==> src/rtl/mem_arbiter.sv <==
// mem_arbiter: shares one synchronous-read memory between the core port (c_*)
// and the loader/debug port (l_*). Requests are served one at a time through
// an IDLE -> ACCESS -> RESP sequence. Arbitration is round-robin, and the
// loader may hold a bounded lock.
//
// Ports:
//   clk, rst                         clock, synchronous active-low reset
//   c_req/c_we/c_addr/c_wdata        core request (held until c_ack)
//   c_ack                            one-cycle core completion pulse
//   l_req/l_we/l_addr/l_wdata/l_lock loader request and lock hint
//   l_ack                            one-cycle loader completion pulse
//   rdata                            read data, valid with the ack
//   m_addr/m_wdata/m_we/m_rdata      registered memory port, 1-cycle read latency
//   grant                            owner: 00 none, 01 core, 10 loader
//   busy                             high while in ACCESS or RESP
module mem_arbiter #(
  parameter int unsigned ADDR_W   = 32,
  parameter int unsigned DATA_W   = 32,
  parameter int unsigned MAX_LOCK = 16
) (
  input  logic              clk,
  input  logic              rst,
  input  logic              c_req,
  input  logic              c_we,
  input  logic [ADDR_W-1:0] c_addr,
  input  logic [DATA_W-1:0] c_wdata,
  output logic              c_ack,
  input  logic              l_req,
  input  logic              l_we,
  input  logic [ADDR_W-1:0] l_addr,
  input  logic [DATA_W-1:0] l_wdata,
  input  logic              l_lock,
  output logic              l_ack,
  output logic [DATA_W-1:0] rdata,
  output logic [ADDR_W-1:0] m_addr,
  output logic [DATA_W-1:0] m_wdata,
  output logic              m_we,
  input  logic [DATA_W-1:0] m_rdata,
  output logic [1:0]        grant,
  output logic              busy
);

  localparam int unsigned LOCK_W = $clog2(MAX_LOCK + 1);

  typedef enum logic [1:0] {
    IDLE   = 2'b00,
    ACCESS = 2'b01,
    RESP   = 2'b10
  } state_t;

  state_t            state;
  logic              lastLoader;
  logic              ownerWrite;
  logic [LOCK_W-1:0] lockCnt;

  logic cElig;
  logic lElig;
  logic lockHold;
  logic doGrant;
  logic pickLoader;

  // Winner selection. The ack mask hides a request that is still high in
  // its own ack cycle. While the loader holds an unexpired lock and keeps
  // requesting, the core is not granted. The loader's ack cycle then idles
  // for one cycle, so the lock survives the masked cycle.
  always_comb begin
    cElig      = c_req & ~c_ack;
    lElig      = l_req & ~l_ack;
    lockHold   = lastLoader & l_lock & l_req & (lockCnt < LOCK_W'(MAX_LOCK));
    doGrant    = 1'b0;
    pickLoader = 1'b0;
    if (lockHold) begin
      doGrant    = lElig;
      pickLoader = 1'b1;
    end else begin
      doGrant    = cElig | lElig;
      pickLoader = lElig & (~cElig | ~lastLoader);
    end
  end

  // Sequencer with registered memory-side and requester-side outputs.
  always_ff @(posedge clk) begin
    if (!rst) begin
      state      <= IDLE;
      lastLoader <= 1'b1;
      ownerWrite <= 1'b0;
      lockCnt    <= '0;
      c_ack      <= 1'b0;
      l_ack      <= 1'b0;
      rdata      <= '0;
      m_addr     <= '0;
      m_wdata    <= '0;
      m_we       <= 1'b0;
      grant      <= 2'b00;
      busy       <= 1'b0;
    end else begin
      c_ack <= 1'b0;
      l_ack <= 1'b0;
      case (state)
        IDLE: begin
          if (!l_lock) lockCnt <= '0;
          if (doGrant) begin
            state <= ACCESS;
            busy  <= 1'b1;
            if (pickLoader) begin
              m_addr     <= l_addr;
              m_wdata    <= l_wdata;
              m_we       <= l_we;
              ownerWrite <= l_we;
              grant      <= 2'b10;
              if (l_lock && (lockCnt < LOCK_W'(MAX_LOCK)))
                lockCnt <= lockCnt + LOCK_W'(1);
            end else begin
              m_addr     <= c_addr;
              m_wdata    <= c_wdata;
              m_we       <= c_we;
              ownerWrite <= c_we;
              grant      <= 2'b01;
              lockCnt    <= '0;
            end
          end
        end
        ACCESS: begin
          m_we  <= 1'b0;
          state <= RESP;
        end
        RESP: begin
          if (!ownerWrite) rdata <= m_rdata;
          c_ack      <= (grant == 2'b01);
          l_ack      <= (grant == 2'b10);
          lastLoader <= (grant == 2'b10);
          grant      <= 2'b00;
          busy       <= 1'b0;
          state      <= IDLE;
        end
        default: begin
          state <= IDLE;
          grant <= 2'b00;
          busy  <= 1'b0;
          m_we  <= 1'b0;
        end
      endcase
    end
  end

endmodule

==> config.mk <==
export PLATFORM = sky130hd
export DESIGN_NAME = mem_arbiter
export DESIGN_NICKNAME = d
export VERILOG_FILES = /design/src/rtl/mem_arbiter.sv
export SDC_FILE = /design/constraint.sdc
export NUM_CORES = 1
export LEC_CHECK = 0
export ABC_AREA = 1
export CAP_MARGIN = 20
export CORE_UTILIZATION = 42
export CTS_CLUSTER_DIAMETER = 120
export CTS_CLUSTER_SIZE = 20
export DETAILED_ROUTE_END_ITERATION = 16
export PLACE_DENSITY = 0.86
export SLEW_MARGIN = 20
export SYNTH_ARGS = -nofsm -noshare
export SYNTH_HDL_FRONTEND = slang
export SYNTH_SLANG_ARGS = --single-unit
==> constraint.sdc <==
create_clock -name clk -period 2.6 [get_ports clk]
set_input_delay 0.26 -clock clk [delete_from_list [all_inputs] [get_ports clk]]
set_output_delay 0.26 -clock clk [all_outputs]
set_load 0.05 [all_outputs]
==> metrics.txt, run 1 <==
Pwr Density=slightly above 600 nW/um2; post-detail-place hpwl=about 11,000 um; startpoint types=input port; Pleak=3.29 nW; Yosys warning total=0; Critical Path RT=roughly 2.9 ns; post-cts resize count=0; worst slack, placed=~0.39 ns; IO buf count=roughly 270; first-pass GRT wire length=between 20,000 and 30,000 um; Syn Area/Cell=about 6.8 um2; antenna-violating nets left=0; share of layout cells above drive strength 1=0.0421; Max H-tree Level=3; io pins=around 270; CP max stage delay=0.56 ns; antenna cells=0; drc violations=0; clk slew on worst S/H paths=~0.07 ns; final slew viol count=0; # hold bufs at CTS=0; first-pass detailed-route iteration total=4; all-layer global routing usage=0.253; Yosys reg bits=between 100 and 150; initial antenna violation count=0; CTS sink count=between 100 and 150; final count of negative-setup-slack endpoints=0; Peak VDD IR=~0.34 mV; setup ws final=just under 0.7 ns; Rel. slew slack=0.623; WL/cell=13.8 um; Clock Path Buffers=2; Max Cap Violations=0; Initial Utilization=0.435; CTS tree=built; Final Power=between 4 and 5 mW; core area=around 11,000 um2; FF-to-FF path depth=9; outcome=completed; max frequency=0.523 GHz; Hold Path Class=reg -> reg; post-CTS setup buffer count=0; Total Wirelength=between 15,000 and 20,000 um; commonest non-fill, non-tap cell in the layout=nand2_1; fin nets=approximately 1,100; DP Area=~7700 um2; Tcrit/Tclk final=0.736; RSZ-0062 raised after global routing=false; Iter 0 DRT Violations=between 300 and 400; sequential element share of the synthesized area=0.446; Worst-Skew Late Latency=roughly 0.34 ns; final instance area=roughly 8000 um2; element type at the critical path end=flip-flop; Setup Skew=0.00650 ns; most frequent cells in the layout=283 x nand2_1, 268 x clkdlybuf4s50_1, 111 x dfxtp_1; Slew @ Worst Pin=0.564 ns; CP max stage cell=clkdlybuf4s50_1; Die H=111 um; root buffer cell=clkbuf_16; Row Count=39; Util after Layout=0.699; TritonCTS Buffers=9; Via Count=roughly 5,500; maximum number of pins on one net before global-route repair=65; crit-path cells=clkdlybuf4s50_1 > inv_2 > nor2_4 > nand2_4 > nand2_4 > nand2_2 > nand2_2 > buf_4 > nand2_1 > a21oi_1; largest cells by area after synthesis=dfxtp_1 45%, nand2_1 21%, a21oi_1 11%; placer congestion estimate=slightly below 0.8; Die X=roughly 110 um; average via count per standard cell=about 5; grt total ovfl=0; post-synth top area share=0.446; area leader, netlist=dfxtp_1; minimum clock period=~1.9 ns; Syn Inst Count=around 730; Max FO, Critical Path=32; worst path arrival time=about 2.2 ns; distinct cell type count after synthesis=25; Mapped Area=between 4000 and 5000 um2; number of global-route vias before repair=approximately 5,300; Final Hold Vio Count=0; die area=about 12,000 um2; Area Overhead vs Synth=60.9%; critical path type=in -> reg; Setup TNS=0 ns; Synth Net Count=900; WHS Path Cells=2
[per-layer routing]
layer,GRT usage,vias to the layer above,share of wire
met5,0,-,0
met1,0.301,2460,0.42
li1,-,2815,-
met3,0.0530,41,0.067
met4,0.132,0,0.040
met2,0.428,198,0.47
[cells by family (layout without fill, tap and decap cells)]
kind of cell,Yosys count,in the layout,share of synthesized area
and+or+nand+nor,378,378,0.313
xor gates and xnor gates,2,2,0.00352
adders and majority gates,1,1,0.00251
DFF,111,111,0.446
AOI/OAI and AO/OA,141,141,0.145
buffers and inverters,99,342,0.0901
[final cells by class]
class | count | area [um2]
clock buffer | 10 | 229
clock inverter | 6 | 70.1
fill | 981 | 3450
inverter | 45 | 169
multi-input combinational | 522 | 2320
sequential | 111 | 2220
tap | 143 | 179
timing repair buffer | 281 | 2830
[cell usage after synthesis, drive strengths merged]
| cell type | number |
|---|---|
| o21ai | 33 |
| clkbuf | 21 |
| inv | 45 |
| a21oi | 107 |
| nand2 | 289 |
| nor3 | 1 |
| xor2 | 2 |
| nand3 | 74 |
| or2 | 1 |
| a211o | 1 |
| nor2 | 10 |
| nand4 | 2 |
| and3 | 1 |
| buf | 33 |
| dfxtp | 111 |
| ha | 1 |
[flip-flops by register name, indices dropped and copies added, names as in the netlist]
register / flops
m_addr: 32
m_wdata: 32
rdata: 32
lockCnt: 5
grant: 2
state: 2
busy: 1
c_ack: 1
l_ack: 1
lastLoader: 1
m_we: 1
ownerWrite: 1
[critical path, delay by kind of cell]
| kind | cells | cell delay (ns) |
|---|---|---|
| AOI/OAI and AO/OA | 1 | 0.18 |
| buffers and inverters | 3 | 0.93 |
| and+or+nand+nor | 6 | 0.78 |
[final timing paths]
kind | startpoint | endpoint | slack [ns]
min | rdata[10]$_SDFFE_PN0P_ | rdata[10]$_SDFFE_PN0P_ | 0.44
max | l_lock | m_wdata[0]$_SDFFE_PN0P_ | 0.69
min reg2reg | rdata[10]$_SDFFE_PN0P_ | rdata[10]$_SDFFE_PN0P_ | 0.44
max reg2reg | lastLoader$_SDFFE_PN1P_ | m_wdata[0]$_SDFFE_PN0P_ | 0.85
[per-stage QoR]
stage          hold slack, ns  std cells
4_1_cts                 0.444       1118
6_report                0.441       1118
5_1_grt                 0.461       1118
3_3_place_gp            0.429       1102
2_1_floorplan           0.440        732
3_5_place_dp            0.435       1102
[where the power goes]
part | internal (mW) | switching [mW]
registers | 1.84 | 0.0701
logic | 0.620 | 0.939
clock network | 0.755 | 0.622
(Power assumes the default switching activity.)
==> inputs of run 2 (changes only) <==
--- a/config.mk
+++ b/config.mk
@@ -7,11 +7,11 @@
 export LEC_CHECK = 0
 export ABC_AREA = 1
 export CAP_MARGIN = 20
-export CORE_UTILIZATION = 42
+export CORE_UTILIZATION = 39
 export CTS_CLUSTER_DIAMETER = 120
 export CTS_CLUSTER_SIZE = 20
 export DETAILED_ROUTE_END_ITERATION = 16
-export PLACE_DENSITY = 0.86
+export PLACE_DENSITY = 0.8
 export SLEW_MARGIN = 20
 export SYNTH_ARGS = -nofsm -noshare
 export SYNTH_HDL_FRONTEND = slang
==> constraint.sdc (replaced) <==
create_clock -name clk -period 1.8 [get_ports clk]
set_input_delay 0.18 -clock clk [delete_from_list [all_inputs] [get_ports clk]]
set_output_delay 0.18 -clock clk [all_outputs]
set_load 0.05 [all_outputs]
==> metrics.txt, run 2 (synthesized netlist as in run 1, its figures left out) <==
Setup TNS=0 ns (unchanged); drc violations=0 (unchanged); Logic pwr share=0.331 (was 0.322); Tcrit/Tclk final=0.955; Reg2Reg Setup Slack=0.29 ns (was 0.85 ns); Via Count=5,463 (was 5,514); final count of negative-setup-slack endpoints=0 (unchanged); Largest regs=m_addr: 32 flops, m_wdata: 32 flops, rdata: 32 flops (unchanged); met3 usage=0.0569 (was 0.0530); maximum number of pins on one net before global-route repair=65 (unchanged); Iter 0 DRT Violations=406 (was 332); Row Count=40 (was 39); Switching Share=0.346 (was 0.337); Final Hold Vio Count=0 (unchanged); CP max stage cell=clkdlybuf4s50_1 (unchanged); Die X=115 um (was 111 um); placer congestion estimate=0.793 (was 0.773); GR met2 Demand/Resource=0.405 (was 0.428); element type at the critical path end=output port (was flip-flop); post-cts resize count=0 (unchanged); share of layout cells above drive strength 1=0.0510 (was 0.0421); Hold Crit Endpoint=rdata[27]$_SDFFE_PN0P_ (was rdata[10]$_SDFFE_PN0P_); Levels on crit path=1 (was 10); Int Pwr=4.55 mW (was 3.21 mW); Reg power frac=0.396 (was 0.394); WL/cell=13.7 um (was 13.8 um); CTS sink count=111 (unchanged); Total Wirelength=15,700 um (was 15,400 um); worst r2r src=l_ack$_SDFF_PN0_ (was lastLoader$_SDFFE_PN1P_); crit path buf inv count=1 (was 3); post-detail-place hpwl=11,500 um (was 11,100 um); Critical Path RT=1.62 ns (was 2.86 ns); CTS tree=built (unchanged); Cell Count Post-Placement=1,133 (was 1,102); Max FO, Critical Path=2 (was 32); Sw Pwr=2.40 mW (was 1.63 mW); startpoint types=flip-flop (was input port); minimum clock period=1.72 ns; worst path arrival time=1.54 ns (was 2.18 ns); average via count per standard cell=4.75 (was 4.93); RSZ-0062 raised after global routing=false (unchanged); busiest grt layer=met2 (unchanged); antenna-violating nets left=0 (unchanged); FF-to-FF path depth=8 (was 9); Area Overhead vs Synth=63.1% (was 60.9%); Hold Path Class=reg -> reg (unchanged); Util after Layout=0.666 (was 0.699); Peak VDD IR=0.465 mV (was 0.342 mV); number of global-route vias before repair=5,042 (was 5,316); crit-path cells=clkdlybuf4s50_1 (was clkdlybuf4s50_1 > inv_2 > nor2_4 > nand2_4 > nand2_4 > nand2_2 > nand2_2 > buf_4 > nand2_1 > a21oi_1); all-layer global routing usage=0.237 (was 0.253); root buffer cell=clkbuf_16 (unchanged); Max H-tree Level=3 (unchanged); # hold bufs at CTS=0 (unchanged); Clk pwr share=0.273 (was 0.284); most frequent cells in the layout=283 x nand2_1, 265 x clkdlybuf4s50_1, 111 x dfxtp_1 (was 283 x nand2_1, 268 x clkdlybuf4s50_1, 111 x dfxtp_1); initial antenna violation count=0 (unchanged); Clock Path Buffers=2 (unchanged); post-CTS setup buffer count=0 (unchanged); Pwr Density=855 nW/um2 (was 604 nW/um2); final instance area=8130 um2 (was 8020 um2); clk slew on worst S/H paths=0.08 ns (was 0.07 ns); WHS Path Cells=2 (unchanged); Setup Skew=0.00917 ns (was 0.00650 ns); setup ws final=0.0802 ns (was 0.687 ns); max frequency=a little under 0.6 GHz; Initial Utilization=0.408 (was 0.435); antenna cells=0 (unchanged); min-delay src=rdata[27]$_SDFFE_PN0P_ (was rdata[10]$_SDFFE_PN0P_); outcome=completed (unchanged); TritonCTS Buffers=9 (unchanged); fin nets=1,144 (was 1,138); worst slack, placed=-0.118 ns (was 0.386 ns); Fillers=1,137 (was 981); Final Power=6.95 mW (was 4.84 mW); io pins=269 (unchanged); Pleak=3.34 nW (was 3.29 nW); critical path type=reg -> out (was in -> reg); Rel. slew slack=0.624 (was 0.623); first-pass GRT wire length=24,700 um (was 25,500 um); core area=12,200 um2 (was 11,500 um2); Slew @ Worst Pin=0.562 ns (was 0.564 ns); post-route insts no fill=1,149 (was 1,118); DP Area=7850 um2 (was 7720 um2); r2r endpoint=m_we$_SDFFE_PN0P_ (was m_wdata[0]$_SDFFE_PN0P_); IO buf count=268 (unchanged); grt total ovfl=0 (unchanged); Die H=115 um (was 111 um); final slew viol count=0 (unchanged); Crit path max-delay family=buffers and inverters (unchanged); first-pass detailed-route iteration total=4 (unchanged); commonest non-fill, non-tap cell in the layout=nand2_1 (unchanged); met1 usage in global routing=0.291 (was 0.301); Hold Worst Slack=0.445 ns (was 0.441 ns); die area=13,200 um2 (was 12,300 um2); Worst-Skew Late Latency=0.34 ns (about the same); CP max stage delay=0.85 ns (was 0.56 ns); Max Cap Violations=0 (unchanged)
-- run 2: changes by cell type in the layout (fill, tap and decap cells not counted) --
cell and change:
clkdlybuf4s50_1 -3, clkinvlp_4 +1, bufinv_16 -1, buf_12 +5, inv_8 +2, clkinv_4 -2, buf_4 +4
-- run 2: area by class of cell --
| type | instances | area (um2) | area share |
|---|---|---|---|
| Inverter | 45 | 169 | 0.0208 |
| Tap cell | 168 | 210 | 0.0259 |
| Multi-Input combinational cell | 522 | 2320 | 0.285 |
| Clock buffer | 10 | 229 | 0.0282 |
| Clock inverter | 6 | 52.6 | 0.00646 |
| Sequential cell | 111 | 2220 | 0.273 |
| Timing Repair Buffer | 287 | 2930 | 0.360 |
-- run 2: worst register-to-register path, delay by kind of cell (launching register included) --
kind | cells | cell delay, ns
buffers and inverters | 1 | 0.23
AOI/OAI and AO/OA | 1 | 0.14
and+or+nand+nor | 6 | 0.76
DFF | 1 | 0.32
-- run 2: power by group through the flow --
stage	combinational, mW	sequential, mW	clock [mW]
5_1_grt	2.46	2.78	2.07
2_1_floorplan	0.710	3.45	0
6_report	2.30	2.76	1.90
3_3_place_gp	2.29	2.81	0
3_5_place_dp	2.31	2.81	0
4_1_cts	2.31	2.76	1.94
-- run 2: worst max path at each step --
| stage | startpoint | slack [ns] | end |
|---|---|---|---|
| global route | busy$_SDFFE_PN0P_ | 0.03 | busy |
| detailed placement | l_req | -0.12 | m_addr[11]$_SDFFE_PN0P_ |
| global placement | l_req | -0.09 | m_addr[11]$_SDFFE_PN0P_ |
| finish | l_ack$_SDFF_PN0_ | 0.08 | l_ack |
| floorplan | l_ack$_SDFF_PN0_ | 0.17 | m_wdata[10]$_SDFFE_PN0P_ |
| CTS | busy$_SDFFE_PN0P_ | 0.07 | busy |
-- run 2: routing by layer --
| layer | wire, um | share of wire |
|---|---|---|
| met4 | 417 | 0.027 |
| met5 | 0 | 0 |
| met1 | 6740 | 0.43 |
| met3 | 962 | 0.061 |
| met2 | 7570 | 0.48 |
